**src/rtl/pri_encoder_scan.sv**
```systemverilog
// pri_encoder_scan: handshaked priority scanner. Accepts a request vector,
// then emits the index of every set bit (one per beat) in priority order,
// clearing each bit as it is consumed. An all-zero vector yields a single
// beat flagged out_none. Priority encode and the "at most one bit left"
// test share one log-depth reduction tree so wide vectors stay shallow.
module pri_encoder_scan #(
    parameter int WIDTH     = 16,
    parameter int MSB_FIRST = 0,
    localparam int IDX_W    = $clog2(WIDTH)
) (
    input  logic             clk,
    input  logic             reset,
    input  logic             in_valid,
    output logic             in_ready,
    input  logic [WIDTH-1:0] in_vec,
    output logic             out_valid,
    input  logic             out_ready,
    output logic [IDX_W-1:0] out_index,
    output logic             out_last,
    output logic             out_none
);

    // Tree leaves are padded to the next power of two; pad bits are never set.
    localparam int PAD = 1 << IDX_W;

    localparam logic [0:0] IDLE = 1'b0;
    localparam logic [0:0] SCAN = 1'b1;

    logic [0:0]       state;
    logic [WIDTH-1:0] pending;
    logic             zero_flag;

    logic             scan;
    logic             take;
    logic             xfer;
    logic [IDX_W-1:0] root_idx;
    logic             root_multi;
    logic [WIDTH-1:0] clr_mask;

    // Reduction tree: each node carries "any bit set", "more than one bit
    // set" and the index of its winning bit. A node's index gains bit (l-1)
    // when the winner comes from the upper child.
    for (genvar l = 0; l <= IDX_W; l++) begin : lvl
        localparam int N = PAD >> l;
        logic [N-1:0]     node_any;
        logic [N-1:0]     node_multi;
        logic [IDX_W-1:0] node_idx [N];

        if (l == 0) begin : leaf
            for (genvar i = 0; i < N; i++) begin : leaf_bit
                if (i < WIDTH) begin : real_bit
                    assign node_any[i] = pending[i];
                end else begin : pad_bit
                    assign node_any[i] = 1'b0;
                end
                assign node_multi[i] = 1'b0;
                assign node_idx[i]   = '0;
            end
        end else begin : inner
            for (genvar j = 0; j < N; j++) begin : pair
                logic lo_any;
                logic hi_any;
                logic sel_hi;
                assign lo_any = lvl[l-1].node_any[2*j];
                assign hi_any = lvl[l-1].node_any[2*j+1];
                // Upper child wins when it has priority and a set bit, or
                // when the lower child is empty.
                assign sel_hi = (MSB_FIRST != 0) ? hi_any : !lo_any;
                assign node_any[j]   = lo_any | hi_any;
                assign node_multi[j] = lvl[l-1].node_multi[2*j]
                                     | lvl[l-1].node_multi[2*j+1]
                                     | (lo_any & hi_any);
                assign node_idx[j]   = sel_hi
                                     ? (lvl[l-1].node_idx[2*j+1] | (IDX_W'(1) << (l-1)))
                                     : lvl[l-1].node_idx[2*j];
            end
        end
    end

    assign root_idx   = lvl[IDX_W].node_idx[0];
    assign root_multi = lvl[IDX_W].node_multi[0];

    // Handshake and output decode; all outputs forced low while reset is high.
    always_comb begin
        scan      = (state == SCAN) && !reset;
        out_valid = scan;
        out_last  = scan && !root_multi;
        out_none  = scan && zero_flag;
        out_index = (scan && !zero_flag) ? root_idx : '0;
        in_ready  = !reset && ((state == IDLE) || (scan && out_ready && out_last));
        take      = in_valid && in_ready;
        xfer      = out_valid && out_ready;
        clr_mask  = {{(WIDTH-1){1'b0}}, 1'b1} << out_index;
    end

    // Scan state: load on accept, clear the emitted bit on each transfer.
    always_ff @(posedge clk) begin
        if (reset) begin
            state     <= IDLE;
            pending   <= '0;
            zero_flag <= 1'b0;
        end else if (take) begin
            state     <= SCAN;
            pending   <= in_vec;
            zero_flag <= (in_vec == '0);
        end else if (xfer) begin
            if (!zero_flag) begin
                pending <= pending & ~clr_mask;
            end
            if (out_last) begin
                state     <= IDLE;
                zero_flag <= 1'b0;
            end
        end
    end

endmodule
```
**config.mk**
```make
export PLATFORM = sky130hd
export DESIGN_NAME = pri_encoder_scan
export DESIGN_NICKNAME = d
export VERILOG_FILES = /design/src/rtl/pri_encoder_scan.sv
export SDC_FILE = /design/constraint.sdc
export NUM_CORES = 1
export LEC_CHECK = 0
export CAP_MARGIN = 25
export CORE_MARGIN = 2
export CORE_UTILIZATION = 52
export CTS_BUF_LIST = sky130_fd_sc_hd__clkbuf_16
export DETAILED_ROUTE_END_ITERATION = 8
export PLACE_DENSITY_LB_ADDON = 0.1
export SLEW_MARGIN = 20
export SYNTH_ARGS = -nofsm -noshare
export SYNTH_HDL_FRONTEND = slang
export SYNTH_SLANG_ARGS = --single-unit
```
**constraint.sdc**
```tcl
create_clock -name clk -period 3.5 [get_ports clk]
set_input_delay 0.7 -clock clk [delete_from_list [all_inputs] [get_ports clk]]
set_output_delay 0.7 -clock clk [all_outputs]
set_load 0.02 [all_outputs]
```
# ---- Word level (Yosys, flattened, before mapping)
# Cells that the tools add are included.
dict set report word_totals {
  ff_bits 18
  input_bits 20
  word_cells 91
}
dict set report op_classes {
  n_eq_ne 1
  n_shift 1
  muxes 23
  n_bitwise 46
  n_reduce_logical 17
}
# cell count
set ops {}
lappend ops {{16-bit 2-to-1 mux} 3}
lappend ops {{1-bit bitwise OR} 28}
lappend ops {{16-bit AND} 1}
lappend ops {{16-bit logical NOT} 1}
lappend ops {{16-bit NOT} 1}
lappend ops {{1-bit by 4-bit << shifter with 16-bit output, first input constant} 1}
lappend ops {{1-bit AND} 15}
lappend ops {{1-bit 2-to-1 mux} 12}
lappend ops {{1-bit logical AND} 8}
lappend ops {{2-bit 2-to-1 mux} 4}
lappend ops {{4-bit 2-to-1 mux} 2}
lappend ops {{3-bit 2-to-1 mux} 2}
lappend ops {{2-bit AND reduction} 2}
lappend ops {{2-bit nonzero test} 2}
lappend ops {{1-bit logical NOT} 3}
lappend ops {{2-bit by 1-bit inequality test with 1-bit output, second input constant} 1}
lappend ops {{1-bit logical OR} 1}
lappend ops {{1-bit NOT} 1}

# ---- Depth between registers and ports, before layout
# Gate-level depths: netlist of the first run.
dict set report depth {
  depth_word 15
  ltp_mapped 8
  ltp_nobuf 7
}

# ---- Worst setup path after synthesis of the first run
# Ideal clock, no wire load.
dict set report synth_timing {
  path_kind {input port to output port}
  start {input port reset}
  end {output port in_ready}
  t_arrival_ps 1939
  t_required_ps 2800
  slack_ps 861
  path_stages 5
  path_buffers 0
  cell_sequence {nor2b_1 -> nand3_1 -> nor2_1 -> nand4_1 -> a21oi_1}
}
dict set report synth_between {
  elab_chain_len 6
}
# element line_no
set synth_lines {}
lappend synth_lines {{start: declaration} 12} ;# input logic reset,
lappend synth_lines {{1-bit logical NOT *} {85, 90}}
lappend synth_lines {{1-bit logical AND} 85} ;# scan = (state == SCAN) && !reset;
lappend synth_lines {{1-bit logical AND, on equally long branches} {90, 87}}
lappend synth_lines {{1-bit logical AND} 90} ;# in_ready = !reset && ((state == IDLE) || (scan && out_ready && out_last));
lappend synth_lines {{1-bit logical OR} 90}
lappend synth_lines {{1-bit logical AND *} 90}
lappend synth_lines {{end: declaration} 14} ;# output logic in_ready,
# Mark *: on every way between the ends. The rest lies on a longest branch, timed or not.

# ---- Worst setup path after layout of the first run
dict set report layout_timing {
  start {input port reset}
  end {output port out_index[0]}
}
dict set report layout_between {
  elab_chain_len 4
}
# element line_no
set layout_lines {}
lappend layout_lines {{1-bit logical NOT} 85}
lappend layout_lines {{1-bit logical AND} 85}
lappend layout_lines {{1-bit logical AND} 89} ;# out_index = (scan && !zero_flag) ? root_idx : '0;
lappend layout_lines {{4-bit 2-to-1 mux} 89}
lappend layout_lines {{end: declaration} 18} ;# output logic [IDX_W-1:0] out_index,
# No other way between the ends.

==> key figures, run 1 <==
Synth
  – Synth Instances: 163
  – Synth Area in Simple Gates: 33.87%
  – Post-synth EDFFs: 0
  – Syn_nets: about 180
  – Main combinational cell family by area after synthesis: simple AND/OR/NAND/NOR gates
  – Syn Area/Cell: 7.208 µm²
  – Post-Synth XOR/XNOR Area: 0%
  – Synth async-reset ratio: 0%
  – Synth Area in Adders: 0.8520%
  – Cell Area, Synth: between 1000 and 1500 µm²
  – Ys Warns: 0
  – Flops & latches, synth: 18
  – Post-synthesis compound-gate area fraction: 29.39%
  – Mux cell area share after synthesis: 0%
  – Netlist cell types: between 40 and 50
  – Sequential share of the synthesized area: between 30% and 40%
  – Synth Flop Type: dfxtp_1

Timing
  – Skew final: 2.695 ps
  – Final setup violation count: 0
  – Tcrit/Tclk final: 98.13%
  – Slew Viols, Final: 0
  – RSZ-0062 raised after global routing: no
  – Slew @ Worst Pin: 774.0 ps
  – Hold Vio Cnt, Final: 0
  – Final worst path period need: 3434 ps
  – Slew Limit Headroom: 48.16%
  – Setup TNS: 0 ps
  – F_max: between 200 and 300 MHz
  – WHS: 518.6 ps

Worst setup path
  – Worst reg2reg startpoint: lvl[0].node_any[0]
  – R2R Setup Slk: 1280 ps
  – R2r worst-path depth: 8
  – Setup crit start kind: primary input
  – CP max FO: 4
  – FF-to-FF End: lvl[0].node_any[12]
  – Critical Path Sink Type: primary output
  – Critical path type: in -> out
  – Arrival time at the worst endpoint: 2730 ps
  – Req. time, crit path: 2800 ps

Global route
  – Total GRT Usage: 29.77%
  – Aggregate global routing overflow: 0
  – Initial antenna violation count: 0
  – Vias in the first global route: roughly 1,300
  – Largest net degree at the start of global routing: 22
  – First-pass GRT wire length: between 5 and 6 mm

Route
  – Drt first pass iters: 5
  – Total Wirelength: ~3.6 mm
  – Met3 WL: 386 µm
  – Routed wire length on met2: 1.711 mm
  – DRC Markers: 0
  – Total number of vias: between 1,000 and 1,500
  – Final ANT Viol Nets: 0
  – Met1 wire length: between 1 and 1.5 mm
  – Top layer in use: met4
  – Starting DRT DRC Count: 65
  – Post-DR wirelength/cell: roughly 16 µm
  – DR vias/cell: 6.514

Power
  – Power Density: 424.9 nW/µm²
  – Worst vdd ir: 308.5 µV
  – Total power: between 600 and 700 µW
  – Leak Pwr: 0.0005639 µW

Die
  – Die Y: about 52 µm
  – Core box area: 2170 µm²
  – Die X: between 50 and 60 µm
  – # IOs: 28
  – Die ar.: 2655 µm²
  – Initial Util: 54.15%
  – # rows: 17

Final layout
  – Synth-to-Final Area Change: 33.97%
  – Post-layout net count: 216
  – Most common cell after layout, fill and taps aside: nand2_1
  – Most frequent cells in the layout: 29 x nand2_1, 26 x clkdlybuf4s50_1, 19 x a21oi_1, 18 x dfxtp_1, 17 x nor2_1
  – Fill cell count: between 150 and 200
  – Share of post-route cells with drive strength above 1: slightly below 9%
  – # diodes: 0

CTS
  – Clock buffer depth: 2
  – Num CTS Buffers: 3
  – CTS tree: built
  – Clock Latency Late Sink: 250 ps
  – CTS clk-pin slew, worst paths: 50 ps
  – Post-CTS sizing: 0
  – # clock sinks: 18
  – CTS root buffer: clkbuf_16
  – H-tree levels: 1
  – Post-CTS Setup Inserts: 0
  – Hold-fix buffers at CTS: 0

Run
  – Max-cap viol count: 0

Hold path
  – Hold depth: 2
  – Worst Hold Launch: zero_flag
  – Min-Delay Path Class: reg -> reg
  – WHS Endpoint: zero_flag

Run status
  – Outcome: complete, no violations

Place
  – GP Congestion: 1.034
  – Post-DP HPWL: 2.784 mm
  – Port-buffer cells: 27
-- logic make-up after synthesis --
family | count (synthesis)
AO/OA/AOI/OAI | 52
adder cells (fa/ha/maj) | 1
buffers and inverters | 12
flip-flops | 18
AND/OR/NAND/NOR | 80
-- state kept, by name (all words and copies together) (netlist names) --
register / cells
lvl.node_any: 16
state: 1
zero_flag: 1
-- metrics by stage --
stage	cells	util, %	cell area [µm²]	setup slack [ps]
floorplan	163	-	1175	861.3
global placement	218	68.63	1489	87.48
detailed placement	219	68.97	1496	91.83
CTS	222	72.43	1572	76.48
global route	222	72.55	1574	10.78
finish	222	72.55	1574	65.59
-- per-layer routing --
metal	up-vias	global-route usage, %
li1	682	-
met1	648	36.35
met2	96	48.72
met3	20	6.897
met4	0	15.35
met5	-	0
-- layout make-up --
cell class | count | area [µm²] | area share (%)
Inverter | 6 | 25.02 | 1.590
Sequential cell | 18 | 360.3 | 22.89
Timing Repair Buffer | 34 | 325.3 | 20.67
Tap cell | 28 | 35.03 | 2.226
Clock buffer | 3 | 75.07 | 4.769
Multi-Input combinational cell | 133 | 753.2 | 47.85
-- synthesized netlist by cell type (all sizes together), types with 2 or more instances --
| cell type | n | area (µm²) |
|---|---|---|
| nand2 | 29 | 108.9 |
| a21oi | 19 | 95.09 |
| dfxtp | 18 | 360.4 |
| nor2 | 17 | 63.81 |
| nand3 | 8 | 40.04 |
| nor4 | 8 | 62.56 |
| o311ai | 8 | 70.07 |
| o211ai | 7 | 52.55 |
| inv | 6 | 25.03 |
| o21ai | 5 | 25.02 |
| buf | 4 | 28.78 |
| nor3 | 4 | 25.02 |
| a22oi | 3 | 22.52 |
| nor2b | 3 | 18.77 |
| a31o | 2 | 17.52 |
| and2 | 2 | 12.51 |
| clkbuf | 2 | 7.510 |
| nand4 | 2 | 12.51 |
| or2 | 2 | 12.51 |
| or3b | 2 | 20.02 |
-- power by group --
| group | switching, µW | internal (µW) |
|---|---|---|
| Combinational | 117 | 84.3 |
| Clock | 77.4 | 150 |
| Sequential | 20.9 | 219 |
-- critical path, cell delays in order --
cell and delay, ps:
clkdlybuf4s50_1 420, or3b_4 410, nor3_2 160, o21ai_1 100, or2_1 280, inv_4 70, clkdlybuf4s50_1 590
-- how the worst max path moves through the flow --
stage | from | endpoint | cells past startpoint
2_1_floorplan | reset | in_ready | 5
3_3_place_gp | reset | out_index[0] | 7
3_5_place_dp | reset | out_index[0] | 7
4_1_cts | reset | out_index[0] | 7
5_1_grt | reset | out_index[0] | 7
6_report | reset | out_index[0] | 7
(Power assumes the default switching activity.)
==> inputs of run 2 (changes only) <==
CORE_MARGIN = 1   (was 2)
==> run 2 against run 1 <==
Net effect:
- final cell count decreased by 0.90%
- core utilization up 4.4 points
- sequential share of layout area grew 0.055 points
- critical endpoint is now out_last
- non-clock buffer count fell by 2
- total power increased by 0.79%
- first-iteration DRC count grew 18%
- sequential power hardly changed
==> key figures, run 2 (same netlist as run 1, synthesis figures left out) <==
Place
  – Dpl ws: 51.04 ps (-40.80 ps)
  – Placed cells: 216 (-1.4%)
  – Post-DP HPWL: 2.837 mm (+1.9%)
  – DP Area: 1486 µm² (-0.67%)
  – GP Congestion: 0.9466 (-8.4%)
  – Port-buffer cells: 27 (unchanged)

Route
  – Starting DRT DRC Count: 77 (+18%)
  – Total Wirelength: 3.818 mm (+5.0%)
  – DRC Markers: 0 (unchanged)
  – Post-DR wirelength/cell: 17.35 µm (+6.0%)
  – DR vias/cell: 6.664 (+2.3%)
  – Drt first pass iters: 5 (unchanged)
  – Total number of vias: 1,466 (+1.4%)
  – Final ANT Viol Nets: 0 (unchanged)

CTS
  – Clock buffer depth: 2 (unchanged)
  – CTS root buffer: clkbuf_16
  – # clock sinks: 18 (unchanged)
  – Hold-fix buffers at CTS: 0 (unchanged)
  – Clock Latency Late Sink: 250 ps (about the same)
  – Num CTS Buffers: 3 (unchanged)
  – H-tree levels: 1 (unchanged)
  – CTS clk-pin slew, worst paths: 50 ps (about the same)
  – CTS tree: built

Worst setup path
  – Crit-path cells: clkdlybuf4s50_1 -> buf_4 -> nor2b_1 -> nand3_1 -> nor2_1 -> and3_1 -> clkdlybuf4s50_1
  – CP max FO: 21 (+17)
  – Req. time, crit path: 2800 ps (about the same)
  – Setup crit start kind: primary input
  – Arrival time at the worst endpoint: 2560 ps (-170 ps)
  – Most frequent CP cell: clkdlybuf4s50_1
  – Worst reg2reg startpoint: lvl[0].node_any[2]
  – FF-to-FF End: lvl[0].node_any[5]
  – Slowest stage cell, crit path: clkdlybuf4s50_1
  – R2r worst-path depth: 6 (-2)
  – Critical path type: in -> out
  – Worst path max stage delay: 590 ps (about the same)
  – Critical Path Sink Type: primary output
  – R2R Setup Slk: 1250 ps (-30 ps)

Final layout
  – Most frequent cells in the layout: 29 x nand2_1, 25 x clkdlybuf4s50_1, 19 x a21oi_1, 18 x dfxtp_1, 17 x nor2_1
  – Post-layout net count: 214 (-0.93%)
  – Share of post-route cells with drive strength above 1: 8.290% (-0.47 points)
  – Post-route cell area: 1570 µm² (-0.24%)
  – Number of flip-flops in the largest register: 16 (unchanged)
  – Fill cell count: 164 (-11%)
  – Most common cell after layout, fill and taps aside: nand2_1
  – # diodes: 0 (unchanged)
  – Synth-to-Final Area Change: 33.65%
  – Multi-input gate area: 759.5 µm² (+0.83%)
  – Non-filler cells, final: 220 (-0.90%)
  – Register area: 360.3 µm² (unchanged)

Die
  – Die X: 49.53 µm (-3.9%)
  – # IOs: 28 (unchanged)
  – Initial Util: 57.54% (+3.4 points)
  – Die Y: 49.53 µm (-3.9%)
  – Core box area: 2042 µm² (-5.9%)
  – Die ar.: 2453 µm² (-7.6%)
  – # rows: 16 (-1)

Power
  – Sw power: 220.6 µW (+2.6%)
  – Net Sw Frac: 32.73% (+0.59 points)
  – Power Density: 429.3 nW/µm² (+1.0%)
  – Worst vdd ir: 382.2 µV (+24%)
  – Internal: 453.5 µW (about the same)
  – Total power: 674.1 µW (+0.79%)
  – Leak Pwr: 0.0005736 µW (+1.7%)
  – Sequential power share: 35.8% (about the same)
  – Comb power frac: 29.8% (-0.2 points)
  – Clock Power Share: 34.4% (+0.3 points)

Timing
  – Slew Viols, Final: 0 (unchanged)
  – Setup TNS: 0 ps (unchanged)
  – Tcrit/Tclk final: 93.23% (-4.9 points)
  – Skew final: 1.402 ps (-1.293 ps)
  – Final setup violation count: 0 (unchanged)
  – Slew Limit Headroom: 53.37% (+5.2 points)
  – Final worst path period need: 3263 ps (-171.3 ps)
  – F_max: 306.5 MHz (+5.2%)
  – Hold Vio Cnt, Final: 0 (unchanged)
  – Final Worst Setup Slack: 236.8 ps (+171.3 ps)
  – Slew @ Worst Pin: 697.3 ps (-76.71 ps)
  – RSZ-0062 raised after global routing: no

Run status
  – Outcome: complete, no violations

Global route
  – Vias in the first global route: 1,397 (+3.8%)
  – Aggregate global routing overflow: 0 (unchanged)
  – Initial antenna violation count: 0 (unchanged)
  – Total GRT Usage: 33.31% (+3.5 points)
  – First-pass GRT wire length: 6.272 mm (+6.6%)
  – Largest net degree at the start of global routing: 22 (unchanged)

Run
  – Max-cap viol count: 0 (unchanged)

Hold path
  – Worst Hold Launch: lvl[0].node_any[15]
  – Hold depth: 2 (unchanged)
  – WHS Endpoint: lvl[0].node_any[15]
  – Min-Delay Path Class: reg -> reg
## run 2: changes by cell type in the layout (fill, tap and decap cells not counted)
cell	previous run	this run
clkinv_1	0	1
dlymetal6s2s_1	1	2
clkdlybuf4s50_1	26	25
buf_4	7	5
a31oi_2	0	1
a31oi_1	1	0
## run 2: layer usage
metal  share of wire (%)  global-route usage, %  wire length (µm)
met5                   0                      0                 0
met4                 3.9                  15.24               150
met3                 9.4                  6.790               359
met2                  47                  55.86              1805
met1                  39                  40.49              1503
## run 2: repair_timing
action,in CTS,in global routing
hold endpoints to repair,0,0
endpoints found under the setup margin,0,2
buffers inserted,0,0
gates resized for setup,0,2
## run 2: stage by stage
| step | hold slack, ps | util, % |
|---|---|---|
| finish | 534.8 | 76.90 |
| floorplan | 451.7 | - |
| global route | 552.5 | 76.90 |
| global placement | 471.5 | 72.49 |
| detailed placement | 518.1 | 72.79 |
| CTS | 531.5 | 76.65 |
## run 2: power by group through the flow
stage,Clock (µW),Sequential (µW),Combinational [µW]
after floorplan,0,238,124
after global placement,0,243,191
after detailed placement,0,244,194
after CTS,234,240,197
after global routing,242,243,218
final,232,242,201
## run 2: worst max-delay path, delay by kind of cell
family                 cells  cell delay (ps)
buffers and inverters      3             1230
AND/OR/NAND/NOR            4              630
## run 2: worst max path at each step
stage / slack, ps / cells after the start / to / startpoint
3_5_place_dp: 50 / 8 / in_ready / reset
3_3_place_gp: 80 / 7 / out_index[0] / reset
4_1_cts: 20 / 7 / out_index[0] / reset
6_report: 240 / 7 / out_last / reset
5_1_grt: 160 / 7 / out_last / reset
2_1_floorplan: 860 / 5 / in_ready / reset
## run 2: final cells by class
| class | instances | area share, % |
|---|---|---|
| multi-input cells | 133 | 48.37 |
| clock inverters | 1 | 0.2390 |
| inverters | 6 | 1.594 |
| clock buffers | 3 | 4.781 |
| repair buffers | 32 | 19.92 |
| flip-flops and latches | 18 | 22.95 |
| well taps | 27 | 2.151 |
==> inputs of run 3 (changes only) <==
RECOVER_POWER = 50   (was unset)
==> results of run 3 <==
No change in the layout: final DEF, timing and power equal those of run 2.
